--- src/rtl/gelato_pkg.sv ---
// Shared types and sizing for the gelato warp dispatcher.
// The top-level thread capacity THREAD_NUM is WARP_NUM*THREADS_PER_WARP.
package gelato_pkg;
  localparam int WARP_NUM         = 4;
  localparam int THREADS_PER_WARP = 32;
  localparam int ADDR_WIDTH       = 32;
  localparam int WORKER_WIDTH     = 16;
  localparam int THREAD_NUM       = WARP_NUM * THREADS_PER_WARP;

  typedef logic [$clog2(WARP_NUM)-1:0] warp_id_t;
  typedef logic [THREADS_PER_WARP-1:0] warp_mask_t;
  typedef logic [ADDR_WIDTH-1:0]       addr_t;
  typedef logic [WORKER_WIDTH-1:0]     worker_t;

  typedef enum logic [1:0] {IDLE, PICK, SEND} dispatch_state_e;
endpackage

--- src/rtl/gelato_prio_enc.sv ---
// Lowest-set-bit encoder: index of the least significant request plus an any flag.
module gelato_prio_enc #(
  parameter  int N = 4,
  localparam int W = (N > 1) ? $clog2(N) : 1
) (
  input  logic [N-1:0] req_i,
  output logic [W-1:0] idx_o,
  output logic         any_o
);
  always_comb begin
    idx_o = '0;
    any_o = |req_i;
    for (int i = N-1; i >= 0; i--)
      if (req_i[i]) idx_o = W'(i);
  end
endmodule

--- src/rtl/gelato_warp_dispatcher.sv ---
// Splits a kernel launch into warps and hands each one to a free hardware slot,
// one descriptor per handshake, with lane mask and global thread-id base.
module gelato_warp_dispatcher #(
  parameter int WARP_NUM         = 4,
  parameter int THREADS_PER_WARP = 32,
  parameter int ADDR_WIDTH       = 32,
  parameter int WORKER_WIDTH     = 16,
  localparam int IDW = (WARP_NUM > 1) ? $clog2(WARP_NUM) : 1
) (
  input  logic                        clk,
  input  logic                        rst_n,
  input  logic                        rdy,
  input  logic                        init_valid,
  output logic                        init_ready,
  input  logic [ADDR_WIDTH-1:0]       init_pc,
  input  logic [WORKER_WIDTH-1:0]     init_workers,
  input  logic [WARP_NUM-1:0]         warp_free,
  output logic                        warp_valid,
  input  logic                        warp_ready,
  output logic [IDW-1:0]              warp_id,
  output logic [ADDR_WIDTH-1:0]       warp_pc,
  output logic [THREADS_PER_WARP-1:0] warp_mask,
  output logic [WORKER_WIDTH-1:0]     warp_tid_base,
  output logic                        launch_done,
  output logic                        launch_err
);
  import gelato_pkg::*;

  localparam int CAP = WARP_NUM * THREADS_PER_WARP;
  localparam int CW  = $clog2(THREADS_PER_WARP) + 1;

  dispatch_state_e               state_q, state_d;
  logic [WORKER_WIDTH-1:0]       remaining_q, remaining_d;
  logic [WARP_NUM-1:0]           claimed_q, claimed_d, cand;
  logic                          valid_q, valid_d, done_q, done_d, err_q, err_d;
  logic [IDW-1:0]                id_q, id_d, pick_id;
  logic [ADDR_WIDTH-1:0]         pc_q, pc_d;
  logic [THREADS_PER_WARP-1:0]   mask_q, mask_d, chunk_mask;
  logic [WORKER_WIDTH-1:0]       tid_q, tid_d;
  logic [CW-1:0]                 chunk;
  logic                          pick_any;

  // A slot stays claimed until the scheduler reports it busy, so it is never reissued early.
  assign cand = warp_free & ~claimed_q;

  gelato_prio_enc #(.N(WARP_NUM)) u_prio (
    .req_i (cand),
    .idx_o (pick_id),
    .any_o (pick_any)
  );

  assign chunk = (remaining_q >= WORKER_WIDTH'(THREADS_PER_WARP)) ? CW'(THREADS_PER_WARP)
                                                                  : CW'(remaining_q);

  // Built bit by bit so a full warp never needs an overflowing shift.
  always_comb begin
    chunk_mask = '0;
    for (int i = 0; i < THREADS_PER_WARP; i++)
      chunk_mask[i] = (CW'(i) < chunk);
  end

  assign init_ready = (state_q == IDLE) & rdy;

  always_comb begin
    state_d     = state_q;
    remaining_d = remaining_q;
    claimed_d   = claimed_q & warp_free;
    valid_d     = valid_q;
    id_d        = id_q;
    pc_d        = pc_q;
    mask_d      = mask_q;
    tid_d       = tid_q;
    err_d       = err_q;
    done_d      = 1'b0;
    case (state_q)
      IDLE: if (init_valid && init_ready) begin
        pc_d  = init_pc;
        tid_d = '0;
        err_d = (32'(init_workers) > 32'(CAP));
        remaining_d = err_d ? WORKER_WIDTH'(CAP) : init_workers;
        if (init_workers == '0) done_d  = 1'b1;
        else                    state_d = PICK;
      end
      PICK: if (pick_any) begin
        id_d    = pick_id;
        mask_d  = chunk_mask;
        valid_d = 1'b1;
        state_d = SEND;
      end
      SEND: if (warp_ready) begin
        claimed_d[id_q] = 1'b1;
        remaining_d     = remaining_q - WORKER_WIDTH'(chunk);
        tid_d           = tid_q + WORKER_WIDTH'(THREADS_PER_WARP);
        valid_d         = 1'b0;
        if (remaining_d == '0) begin
          done_d  = 1'b1;
          state_d = IDLE;
        end else begin
          state_d = PICK;
        end
      end
      default: state_d = IDLE;
    endcase
  end

  always_ff @(posedge clk or negedge rst_n) begin
    if (!rst_n) begin
      state_q     <= IDLE;
      remaining_q <= '0;
      claimed_q   <= '0;
      valid_q     <= 1'b0;
      id_q        <= '0;
      pc_q        <= '0;
      mask_q      <= '0;
      tid_q       <= '0;
      done_q      <= 1'b0;
      err_q       <= 1'b0;
    end else if (rdy) begin
      state_q     <= state_d;
      remaining_q <= remaining_d;
      claimed_q   <= claimed_d;
      valid_q     <= valid_d;
      id_q        <= id_d;
      pc_q        <= pc_d;
      mask_q      <= mask_d;
      tid_q       <= tid_d;
      done_q      <= done_d;
      err_q       <= err_d;
    end
  end

  assign warp_valid    = valid_q;
  assign warp_id       = id_q;
  assign warp_pc       = pc_q;
  assign warp_mask     = mask_q;
  assign warp_tid_base = tid_q;
  assign launch_done   = done_q;
  assign launch_err    = err_q;
endmodule

--- config.mk ---
export PLATFORM = sky130hd
export DESIGN_NAME = gelato_warp_dispatcher
export DESIGN_NICKNAME = d
export VERILOG_FILES = /design/src/rtl/gelato_pkg.sv /design/src/rtl/gelato_prio_enc.sv /design/src/rtl/gelato_warp_dispatcher.sv
export SDC_FILE = /design/constraint.sdc
export NUM_CORES = 1
export LEC_CHECK = 0
export ABC_AREA = 1
export CORE_AREA = 2 2 102 104
export DETAILED_ROUTE_END_ITERATION = 10
export DIE_AREA = 0 0 104 106
export MAX_ROUTING_LAYER = met4
export PLACE_DENSITY = 0.9
export SLEW_MARGIN = 20
export SYNTH_ARGS = -nofsm -noshare
export SYNTH_HDL_FRONTEND = slang
export SYNTH_HIERARCHICAL = 1
export SYNTH_SLANG_ARGS = --single-unit
--- constraint.sdc ---
create_clock -name clk -period 5.7 [get_ports clk]
set_input_delay 0.855 -clock clk [delete_from_list [all_inputs] [get_ports clk]]
set_output_delay 0.855 -clock clk [all_outputs]
set_load 0.1 [all_outputs]
Word-level counts from Yosys, hierarchy flattened. Index checks and enable logic that the tools add are counted.

Bits in latches: 0. Memories: 0. RAM bits: 0. Input port bits: 57. Flip-flop bits (word level): 107. Output and inout port bits: 86. Bits in read-only memories: 0.

Eq/ne operators: 6. Shift-type cells: 0. $add $sub $neg: 2. $mul: 0. Reductions and logical operators: 13. Bitwise operators: 5. Order comparisons: 36. Divide/modulo/power cells: 0. Muxes and demuxes: 30.

Operators with widths (number): $lt 5x6->1 const A (16); $mux 16 (5); $pmux 16 s2 (2); $lt 4x6->1 const A (8); $logic_not 16->1 (2); $lt 3x6->1 const A (4); $add 16x6->16 const B (1); $ge 16x6->1 const B (1); $gt 16x8->1 const B (1); $mux 2 (8); $sub 16x6->16 (1); $lt 1x6->1 const A (2); $lt 2x6->1 const A (2); $and 4x4->4 (2); $mux 1 (8); $mux 4 (2); $reduce_and 4->1 (2); $mux 6 (1); $ne 2x2->1 const B (3); $pmux 2 s3 (1); $reduce_and 3->1 (2); $reduce_and 5->1 (1); $not 4->4 (1); $or 4x4->4 (1); 12 further kinds (15).

Logic depth before layout (Yosys ltp). Gate-level depths: netlist of run 1.

Depth in word-level cells: 7. Mapped depth: 18. Mapped depth without buffers: 17.

Modules after synthesis. The synthesis of run 1 kept the hierarchy.

Modules (own cells, without submodules): gelato_warp_dispatcher (instances 1, area each 4765.8 sq um, cells each 594); gelato_prio_enc (instances 1, area each 46.3 sq um, cells each 9).

Least setup slack after synthesis of run 1. OpenSTA, ideal clock, no wires.

Path kind: input-to-reg. From: in rdy. To: reg tid_q[11], in the netlist warp_tid_base[11]. Stages on the path: 10. Arrival: 4.124 ns. Library setup time: 0.084 ns. Required time: 5.616 ns. Setup slack: 1.491 ns. Path buffers: 0. Cells stage by stage: inv_2 -> nor3_1 -> nand2_1 -> nand2_1 -> nand3_1 -> nor2_1 -> nand2_1 -> nor2_1 -> o21ai_0 -> a21oi_1.

Longest elaborated chain between the ends: 4.

Ends and longest elaborated chain: start: declaration (line gelato_warp_dispatcher.sv:12) `input logic rdy,`; $and 1x1->1 (line gelato_warp_dispatcher.sv:62) `assign init_ready = (state_q == IDLE) & rdy;`; named net init_ready (line gelato_warp_dispatcher.sv:14) `output logic init_ready,`; $logic_and 1x1->1 (line gelato_warp_dispatcher.sv:76) `IDLE: if (init_valid && init_ready) begin`; $ne 2x1->1 (no line); $reduce_and 4->1 (no line); end signal: assignment (line gelato_warp_dispatcher.sv:126) `tid_q <= tid_d;`; end: declaration (line gelato_warp_dispatcher.sv:39) `logic [WORKER_WIDTH-1:0] tid_q, tid_d;`.

The timed path passes the listed nets, and every way through them passes these cells. A chain may end at the register's enable or synchronous reset.

Worst setup path after layout of run 1.
From: in rdy. To: out init_ready.

Longest elaborated chain between the ends: 1.

Ends and longest elaborated chain (line): $and 1x1->1 (gelato_warp_dispatcher.sv:62); end: declaration (gelato_warp_dispatcher.sv:14).

Every way passes these cells.

==> key figures, run 1 <==
Detailed routing
  • Antenna Nets Post-Route: 0
  • Vias: 4611
  • First-pass DRT Iterations: 5
  • Routed WL per cell: 14.46 µm
  • # DRC: 0
  • Iteration-0 DRC Markers: 244
  • Vias per Instance: 5.252
  • Final WL: 12.69 mm

Synth
  • Xor and xnor area share after synthesis: 0.1820%
  • Gate Count Post-Synth: 603
  • Synth warn: 6
  • Post-synthesis compound-gate area fraction: 10.50%
  • Distinct cells, synth: 38
  • Simple logic cell fraction of the synthesized area: 28.84%
  • Mapped Avg Cell Area: 7.980 µm²
  • Largest family of logic cells by synthesized area: simple AND/OR/NAND/NOR gates
  • Adder-cell share of the synthesized area: 0.5200%
  • FF+latch count, synth: 102
  • Mux cell area share after synthesis: 0%
  • Synthesized area: 0.004812 mm²
  • Register area share after synthesis: 53.04%

Cells and area
  • Flip-flop and latch area: 0.002552 mm²
  • Nets: 796
  • Share of cells above drive strength 1: 5.795%
  • Antenna cells: 0
  • Most common cell after layout, fill and taps aside: nand2_1
  • Fillers: 823
  • Most frequent cells in the layout: 213 x nand2_1, 136 x clkdlybuf4s50_1, 102 x dfrtp_1
  • Area growth from synthesis to layout: 34.95%
  • Multi-input gate area: 0.001949 mm²
  • Final core occ: 64.94%

Clocking
  • Cts hold-fix bufs: 0
  • CTS root buf: clkbuf_8
  • Longest Clk Path Bufs: 2
  • Post_cts resized: 0
  • Post CTS Setup Buffer Count: 0
  • Clock slew at reported path FFs: 0.11 ns
  • Htree depth: 3
  • Sink Count: 102
  • Worst-Skew Late Latency: 0.37 ns
  • CTS tree: built
  • Num CTS Buffers: 9

Worst setup path
  • CP startpoint kind: primary input
  • CP max FO: 8
  • CP endpoint kind: primary output
  • Req. time, crit path: 4.85 ns
  • Setup Crit Path Kind: primary input to primary output
  • CP arrival: 3.10 ns

Place
  • I/O Buffers: 137
  • DP Wirelength: 9.285 mm
  • Gpl congestion: 0.9377

Floorplan
  • Starting density of the core: 48.12%
  • Core area: 0.01000 mm²
  • # rows: 37
  • Die width: 104 µm
  • Die Height: 106 µm
  • Num ports: 143
  • Die ar.: 0.01102 mm²

STA
  • Final setup viols: 0
  • Skew final: 0.01042 ns
  • Achievable Freq: 0.2526 GHz
  • Tcrit/Tclk final: 69.44%
  • Worst Max-Slew Pin Slew: 1.017 ns
  • Final min period: 3.958 ns
  • Setup_tns: 0 ns
  • Final Hold Vio Count: 0
  • Worst slew margin: 31.99%
  • RSZ-0062 raised after global routing: false
  • Max Slew Vio Count: 0

Worst hold path
  • Worst min path class: primary input to async pin

Flow run
  • Max Cap Viol: 0

Global routing
  • First-pass GRT wire length: 21.22 mm
  • Largest net degree at the start of global routing: 83
  • Initial antenna violation count: 0
  • Overall routing resource usage: 24.19%
  • Grt total ovfl: 0
  • Vias in the first global route: 4553

Status
  • Status: finished, final reports clean
-- path summary, 6_finish.rpt --
check	start	end	slack [ns]	cells past startpoint
min in group clk	warp_mask[19]	warp_mask[19]	0.49	2
hold / removal	rst_n	warp_mask[17]	0.35	1
setup / recovery	rdy	init_ready	1.74	4
setup reg to reg	state_q[0]	warp_tid_base[11]	2.81	9
max in group asynchronous	rst_n	warp_pc[16]	4.36	2
hold reg to reg	warp_mask[19]	warp_mask[19]	0.49	2
-- layout make-up --
cell class                 instances  share of cell area (%)
tap                              136                   2.620
clock inverter                     7                   1.368
timing repair buffer             140                   21.48
sequential                       102                   39.31
inverter                          57                   3.295
clock buffer                       9                   1.908
multi-input combinational        427                   30.02
-- routing by layer --
metal	GRT usage [%]	wire length, µm	part of all wire [%]
met1	29.96	5281	42
met2	40.60	6286	50
met3	5.763	951	7.5
met4	5.792	174	1.4
met5	-	0	0
-- state kept, by name, indices dropped and copies added, names as in the netlist --
register / flops
launch_done: 1
warp_pc: 32
warp_tid_base: 11
warp_id: 2
claimed_q: 4
remaining_q: 16
state_q: 2
warp_mask: 32
warp_valid: 1
launch_err: 1
-- critical path, stage by stage --
cell,delay [ns]
clkdlybuf4s50_1,0.60
inv_2,0.12
nor3_1,0.31
clkdlybuf4s50_1,1.22
-- cell families after synthesis --
| kind of cell | Yosys count |
|---|---|
| compound gates | 88 |
| fa+ha+maj | 2 |
| other cells | 1 |
| flops | 102 |
| simple gates | 330 |
| xor+xnor | 1 |
| buf+inv | 79 |
-- Yosys cell counts --
cell	instances	area, µm²
a21oi_1	20	100.1
a21oi_2	2	17.52
a221o_1	1	10.01
a221oi_1	5	43.79
a22oi_1	3	22.52
a31oi_1	2	12.51
a32o_1	1	10.01
and3_1	3	18.77
buf_1	2	7.510
buf_2	5	25.02
buf_4	5	37.54
buf_6	1	11.26
clkbuf_1	9	33.78
conb_1	1	3.750
dfrtp_1	102	2552
ha_1	2	25.02
inv_1	52	195.2
inv_2	5	18.77
nand2_1	213	799.5
nand2_2	4	25.02
nand2_4	2	22.52
nand3_1	25	125.1
nand3_2	1	10.01
nand3b_1	2	15.01
nand4_1	6	37.54
nor2_1	57	214.0
nor2_2	2	12.51
nor2_4	4	45.04
nor3_1	8	40.04
nor3_2	1	10.01
nor4_1	2	12.51
o211ai_1	3	22.52
o21ai_0	43	215.2
o21ai_1	4	20.02
o21ai_2	1	8.760
o21bai_1	1	7.510
o31ai_1	2	15.01
xnor2_1	1	8.760
-- metrics by stage --
step / hold slack (ns) / worst slack [ns] / instance area (µm²) / cells
2_1_floorplan: 0.4651 / 1.491 / 4831 / 608
3_3_place_gp: 0.4609 / 1.829 / 6277 / 862
3_5_place_dp: 0.4662 / 1.786 / 6277 / 862
4_1_cts: 0.3444 / 1.775 / 6490 / 878
5_1_grt: 0.3577 / 1.711 / 6494 / 878
6_report: 0.3475 / 1.742 / 6494 / 878
Power of run 1 is left out: the tool's default activity adds up to more than one toggle a clock period on the data nets, which glitch-free logic cannot reach.
==> run 2: changes to the inputs <==
CORE_AREA = 2 2 105 107   (was 2 2 102 104)
DIE_AREA = 0 0 107 109   (was 0 0 104 106)
PLACE_DENSITY = 0.86   (was 0.9)
clock period = 3.9 ns   (was 5.7 ns; I/O delays follow)
==> key figures, run 2 (synthesis gave the netlist of run 1 again) <==
Cells and area
  • Area growth from synthesis to layout: 36.30%
  • Antenna cells: 0 (unchanged)
  • Share of cells above drive strength 1: 5.922% (+0.13 points)
  • Nets: 798 (+0.25%)
  • Most frequent cells in the layout: 213 x nand2_1, 135 x clkdlybuf4s50_1, 102 x dfrtp_1
  • Most common cell after layout, fill and taps aside: nand2_1

Floorplan
  • Starting density of the core: 45.39% (-2.7 points)
  • Die ar.: 0.01166 mm² (+5.8%)
  • Die width: 107 µm (+2.9%)
  • Core area: 0.01060 mm² (+6.0%)
  • Num ports: 143 (unchanged)
  • Die Height: 109 µm (+2.8%)
  • # rows: 38 (+2.7%)

Detailed routing
  • Antenna Nets Post-Route: 0 (unchanged)
  • # DRC: 0 (unchanged)
  • Vias: 4477 (-2.9%)
  • Iteration-0 DRC Markers: 261 (+7.0%)
  • Final WL: 12.66 mm (-0.29%)
  • First-pass DRT Iterations: 5 (unchanged)
  • Vias per Instance: 5.070 (-3.5%)
  • Routed WL per cell: 14.33 µm (-0.86%)

Clocking
  • Post_cts resized: 0 (unchanged)
  • Clock slew at reported path FFs: 0.10 ns (about the same)
  • CTS root buf: clkbuf_8
  • Worst-Skew Late Latency: 0.35 ns (-0.02 ns)
  • Longest Clk Path Bufs: 2 (unchanged)
  • CTS tree: built
  • Htree depth: 3 (unchanged)
  • Sink Count: 102 (unchanged)
  • Cts hold-fix bufs: 0 (unchanged)
  • Post CTS Setup Buffer Count: 0 (unchanged)
  • Num CTS Buffers: 9 (unchanged)

Worst setup path
  • Slowest cell on crit path: clkdlybuf4s50_1
  • Crit path cell chain: clkdlybuf4s50_1, inv_2, nor3_2, nand2_1, nand2_1, buf_4, nand3_1, nor2_1, inv_1, nor2_4, and3_1, nor3_1
  • CP startpoint kind: primary input
  • Top Family by Delay on Critical Path: simple AND/OR/NAND/NOR gates
  • CP arrival: 3.02 ns (-0.08 ns)
  • CP dominant cell by count: nand2_1
  • CP endpoint kind: flip-flop
  • Worst setup startpoint: rdy
  • Req. time, crit path: 4.12 ns (-0.73 ns)
  • Setup Crit Path Kind: primary input to flip-flop
  • CP max FO: 21 (+13)
  • Critical path's largest stage delay: 0.61 ns (-0.61 ns)
  • Flop2flop setup slack: 1.34 ns (-1.47 ns)
  • Reg-to-Reg Start: state_q[1]
  • Worst path bufs/invs: 4 (+1)

Worst hold path
  • Worst min path class: primary input to async pin

Place
  • Placement Setup Slack: 0.7525 ns (-1.033 ns)
  • Gpl congestion: 0.9123 (-2.7%)
  • DP Wirelength: 9.440 mm (+1.7%)
  • I/O Buffers: 137 (unchanged)

STA
  • Max Slew Vio Count: 0 (unchanged)
  • RSZ-0062 raised after global routing: false
  • Skew final: 0.01040 ns (-0.00002570 ns)
  • Final Hold Vio Count: 0 (unchanged)
  • Final min period: 2.795 ns
  • Tcrit/Tclk final: 71.67%
  • Achievable Freq: 0.3578 GHz
  • Setup WS post-layout: 1.105 ns (-0.6369 ns)
  • Worst Max-Slew Pin Slew: 1.039 ns (+0.02196 ns)
  • Setup_tns: 0 ns (unchanged)
  • Worst slew margin: 30.52% (-1.5 points)
  • Final setup viols: 0 (unchanged)

Global routing
  • Overall routing resource usage: 23.32% (-0.87 points)
  • Largest net degree at the start of global routing: 74 (-11%)
  • First-pass GRT wire length: 21.25 mm (about the same)
  • Grt total ovfl: 0 (unchanged)
  • Vias in the first global route: 4522 (-0.68%)
  • Initial antenna violation count: 0 (unchanged)

Flow run
  • Max Cap Viol: 0 (unchanged)

Status
  • Status: finished, final reports clean
[run 2: routing by layer]
layer | GRT usage (%) | vias to the layer above | part of all wire, %
li1 | - | 2186 | -
met1 | 29.35 | 2115 | 43
met2 | 39.13 | 167 | 49
met3 | 5.559 | 9 | 7.2
met4 | 4.267 | 0 | 0.71
met5 | - | - | 0
[run 2: stage by stage]
step	utilization [%]	instance area (µm²)	instances	hold slack, ns
floorplan	-	4836	608	0.2894
global placement	59.42	6300	868	0.4626
detailed placement	59.42	6300	868	0.4650
CTS	61.86	6559	883	0.3811
global route	61.86	6559	883	0.4182
finish	61.86	6559	883	0.3547
[run 2: area by class of cell]
| cell class | count | area, µm² |
|---|---|---|
| clock buffer | 10 | 127.6 |
| clock inverter | 5 | 131.4 |
| fill | 909 | 4044 |
| inverter | 57 | 214.0 |
| multi-input combinational | 427 | 1954 |
| sequential | 102 | 2552 |
| tap | 140 | 175.2 |
| timing repair buffer | 142 | 1404 |
[run 2: path summary, 6_finish.rpt]
kind,to,cells past startpoint
min in group clk,launch_err,2
max in group asynchronous,warp_pc[15],2
max,warp_tid_base[12],12
min reg2reg,launch_err,2
min,remaining_q[8],1
max reg2reg,warp_tid_base[12],13
Power of run 2 is left out for the same reason.
==> run 3: changes to the inputs <==
clock period = 2.9 ns   (was 3.9 ns; I/O delays follow)
==> key figures, run 3 (synthesis gave the netlist of run 1 again) <==
Global routing
  • Vias in the first global route: 4426 (-2.1%)
  • Initial antenna violation count: 0 (unchanged)
  • Met1 Resource Use GR: 28.08% (-1.3 points)
  • Met3 usage: 6.157% (+0.60 points)
  • Largest net degree at the start of global routing: 55 (-26%)
  • Grt total ovfl: 0 (unchanged)
  • Overall routing resource usage: 23.12% (-0.21 points)
  • Met2 Use GR: 38.35% (-0.77 points)
  • First-pass GRT wire length: 20.67 mm (-2.7%)
  • GRT busiest layer: met2

Detailed routing
  • Routed WL per cell: 14.12 µm (-1.5%)
  • Iteration-0 DRC Markers: 254 (-2.7%)
  • First-pass DRT Iterations: 5 (unchanged)
  • Vias: 4535 (+1.3%)
  • Vias per Instance: 5.101 (+0.61%)
  • # DRC: 0 (unchanged)
  • Antenna Nets Post-Route: 0 (unchanged)
  • Final WL: 12.55 mm (-0.82%)

Clocking
  • CTS tree: built
  • Post_cts resized: 0 (unchanged)
  • Num CTS Buffers: 9 (unchanged)
  • Htree depth: 3 (unchanged)
  • Worst-Skew Late Latency: 0.38 ns (+0.03 ns)
  • Cts hold-fix bufs: 0 (unchanged)
  • Sink Count: 102 (unchanged)
  • Post CTS Setup Buffer Count: 0 (unchanged)
  • CTS root buf: clkbuf_8
  • Longest Clk Path Bufs: 2 (unchanged)
  • Clock slew at reported path FFs: 0.10 ns (about the same)

Floorplan
  • Die ar.: 0.01166 mm² (unchanged)
  • Starting density of the core: 45.39% (unchanged)
  • # rows: 38 (unchanged)
  • Die width: 107 µm (unchanged)
  • Core area: 0.01060 mm² (unchanged)
  • Die Height: 109 µm (unchanged)
  • Num ports: 143 (unchanged)

STA
  • Final min period: 2.220 ns
  • Worst slew margin: 56.28% (+26 points)
  • Worst Max-Slew Pin Slew: 0.6558 ns (-0.3832 ns)
  • Final setup viols: 0 (unchanged)
  • Final Hold Vio Count: 0 (unchanged)
  • Setup_tns: 0 ns (unchanged)
  • Skew final: 0.005929 ns (-0.004468 ns)
  • Achievable Freq: 0.4505 GHz
  • Tcrit/Tclk final: 76.55%
  • Max Slew Vio Count: 0 (unchanged)
  • RSZ-0062 raised after global routing: false

Worst setup path
  • Req. time, crit path: 3.22 ns (-0.90 ns)
  • Worst path bufs/invs: 0 (-4)
  • Setup Crit Path Kind: flip-flop to flip-flop
  • CP endpoint kind: flip-flop
  • Slowest cell on crit path: dfrtp_1
  • CP arrival: 2.54 ns (-0.48 ns)
  • CP max FO: 15 (-29%)
  • Critical path's largest stage delay: 0.46 ns (-0.15 ns)
  • Worst flop-to-flop path endpoint: launch_done
  • Top Family by Delay on Critical Path: simple AND/OR/NAND/NOR gates
  • Flop2flop setup slack: 0.68 ns (-0.66 ns)
  • Crit path cell chain: nor2_4, nand2_2, nor2_4, nand2_4, nand2_1, ha_1, nand2_1, nor2_1, nand3b_1, nor2_1, nand3_1, nor2_2, nand3_1, nand2_1, nand2_1, nand2_1
  • Reg-to-Reg Start: remaining_q[6]
  • Worst r2r path cells: 16 (+3)
  • CP startpoint kind: flip-flop
  • CP dominant cell by count: nand2_1

Cells and area
  • Antenna cells: 0 (unchanged)
  • Most frequent cells in the layout: 213 x nand2_1, 102 x dfrtp_1, 90 x buf_4
  • Final core occ: 60.02% (-1.8 points)
  • Most common cell after layout, fill and taps aside: nand2_1
  • Area growth from synthesis to layout: 32.24%
  • Nets: 803 (+0.63%)
  • Share of cells above drive strength 1: 17.49% (+12 points)

Flow run
  • Max Cap Viol: 0 (unchanged)

Place
  • Gpl congestion: 0.9087 (-0.39%)
  • DP Wirelength: 9.488 mm (+0.51%)
  • I/O Buffers: 137 (unchanged)

Worst hold path
  • Worst min path class: primary input to async pin

Status
  • Status: finished, final reports clean
==> run 3: cell count changes in the layout (fill, tap and decap cells not counted) <==
cell             previous run  this run
clkinv_2                    0         2
clkdlybuf4s50_1           135        55
clkbuf_1                    1         0
buf_12                      0         2
buf_4                       7        90
bufinv_16                   4         1
inv_6                       0         3
==> run 3: layer usage <==
layer  share of wire [%]  vias up  wire length (µm)
li1                    -     2203                 -
met1                  42     2129              5232
met2                  49      182              6174
met3                 7.6       21               954
met4                 1.5        0               191
met5                   0        -                 0
==> run 3: per-stage QoR <==
step | setup slack [ns] | cell area [µm²] | hold WS [ns] | std cells
finish | 0.6801 | 6364 | 0.06727 | 889
global route | 0.4739 | 6364 | 0.1122 | 889
CTS | 0.7067 | 6364 | 0.09516 | 889
detailed placement | 0.3272 | 6162 | 0.4661 | 873
global placement | 0.4029 | 6162 | 0.4648 | 873
floorplan | 0.09051 | 4836 | 0.1394 | 608
==> run 3: area by class of cell <==
type / count / area [µm²]
Inverter: 57 / 214.0
Sequential cell: 102 / 2552
Timing Repair Buffer: 147 / 1266
Tap cell: 140 / 175.2
Fill cell: 910 / 4239
Clock inverter: 7 / 77.57
Clock buffer: 9 / 123.9
Multi-Input combinational cell: 427 / 1954
==> run 3: how the worst max path moves through the flow <==
stage / from / end / slack [ns] / depth (start not counted)
3_3_place_gp: rdy / remaining_q[2] / 0.40 / 9
3_5_place_dp: warp_free[3] / warp_mask[4] / 0.33 / 11
4_1_cts: remaining_q[6] / launch_done / 0.71 / 16
5_1_grt: warp_free[3] / warp_mask[4] / 0.47 / 11
6_report: remaining_q[6] / launch_done / 0.68 / 16
2_1_floorplan: rdy / warp_tid_base[11] / 0.09 / 10
==> run 3: worst reg2reg max path, cell delays in order (launching register included) <==
cell	delay [ns]
dfrtp_1	0.46
nor2_4	0.16
nand2_2	0.12
nor2_4	0.13
nand2_4	0.14
nand2_1	0.10
ha_1	0.16
nand2_1	0.06
nor2_1	0.12
nand3b_1	0.10
nor2_1	0.09
nand3_1	0.13
nor2_2	0.14
nand3_1	0.08
nand2_1	0.07
nand2_1	0.05
nand2_1	0.05
Power of run 3 is left out for the same reason.
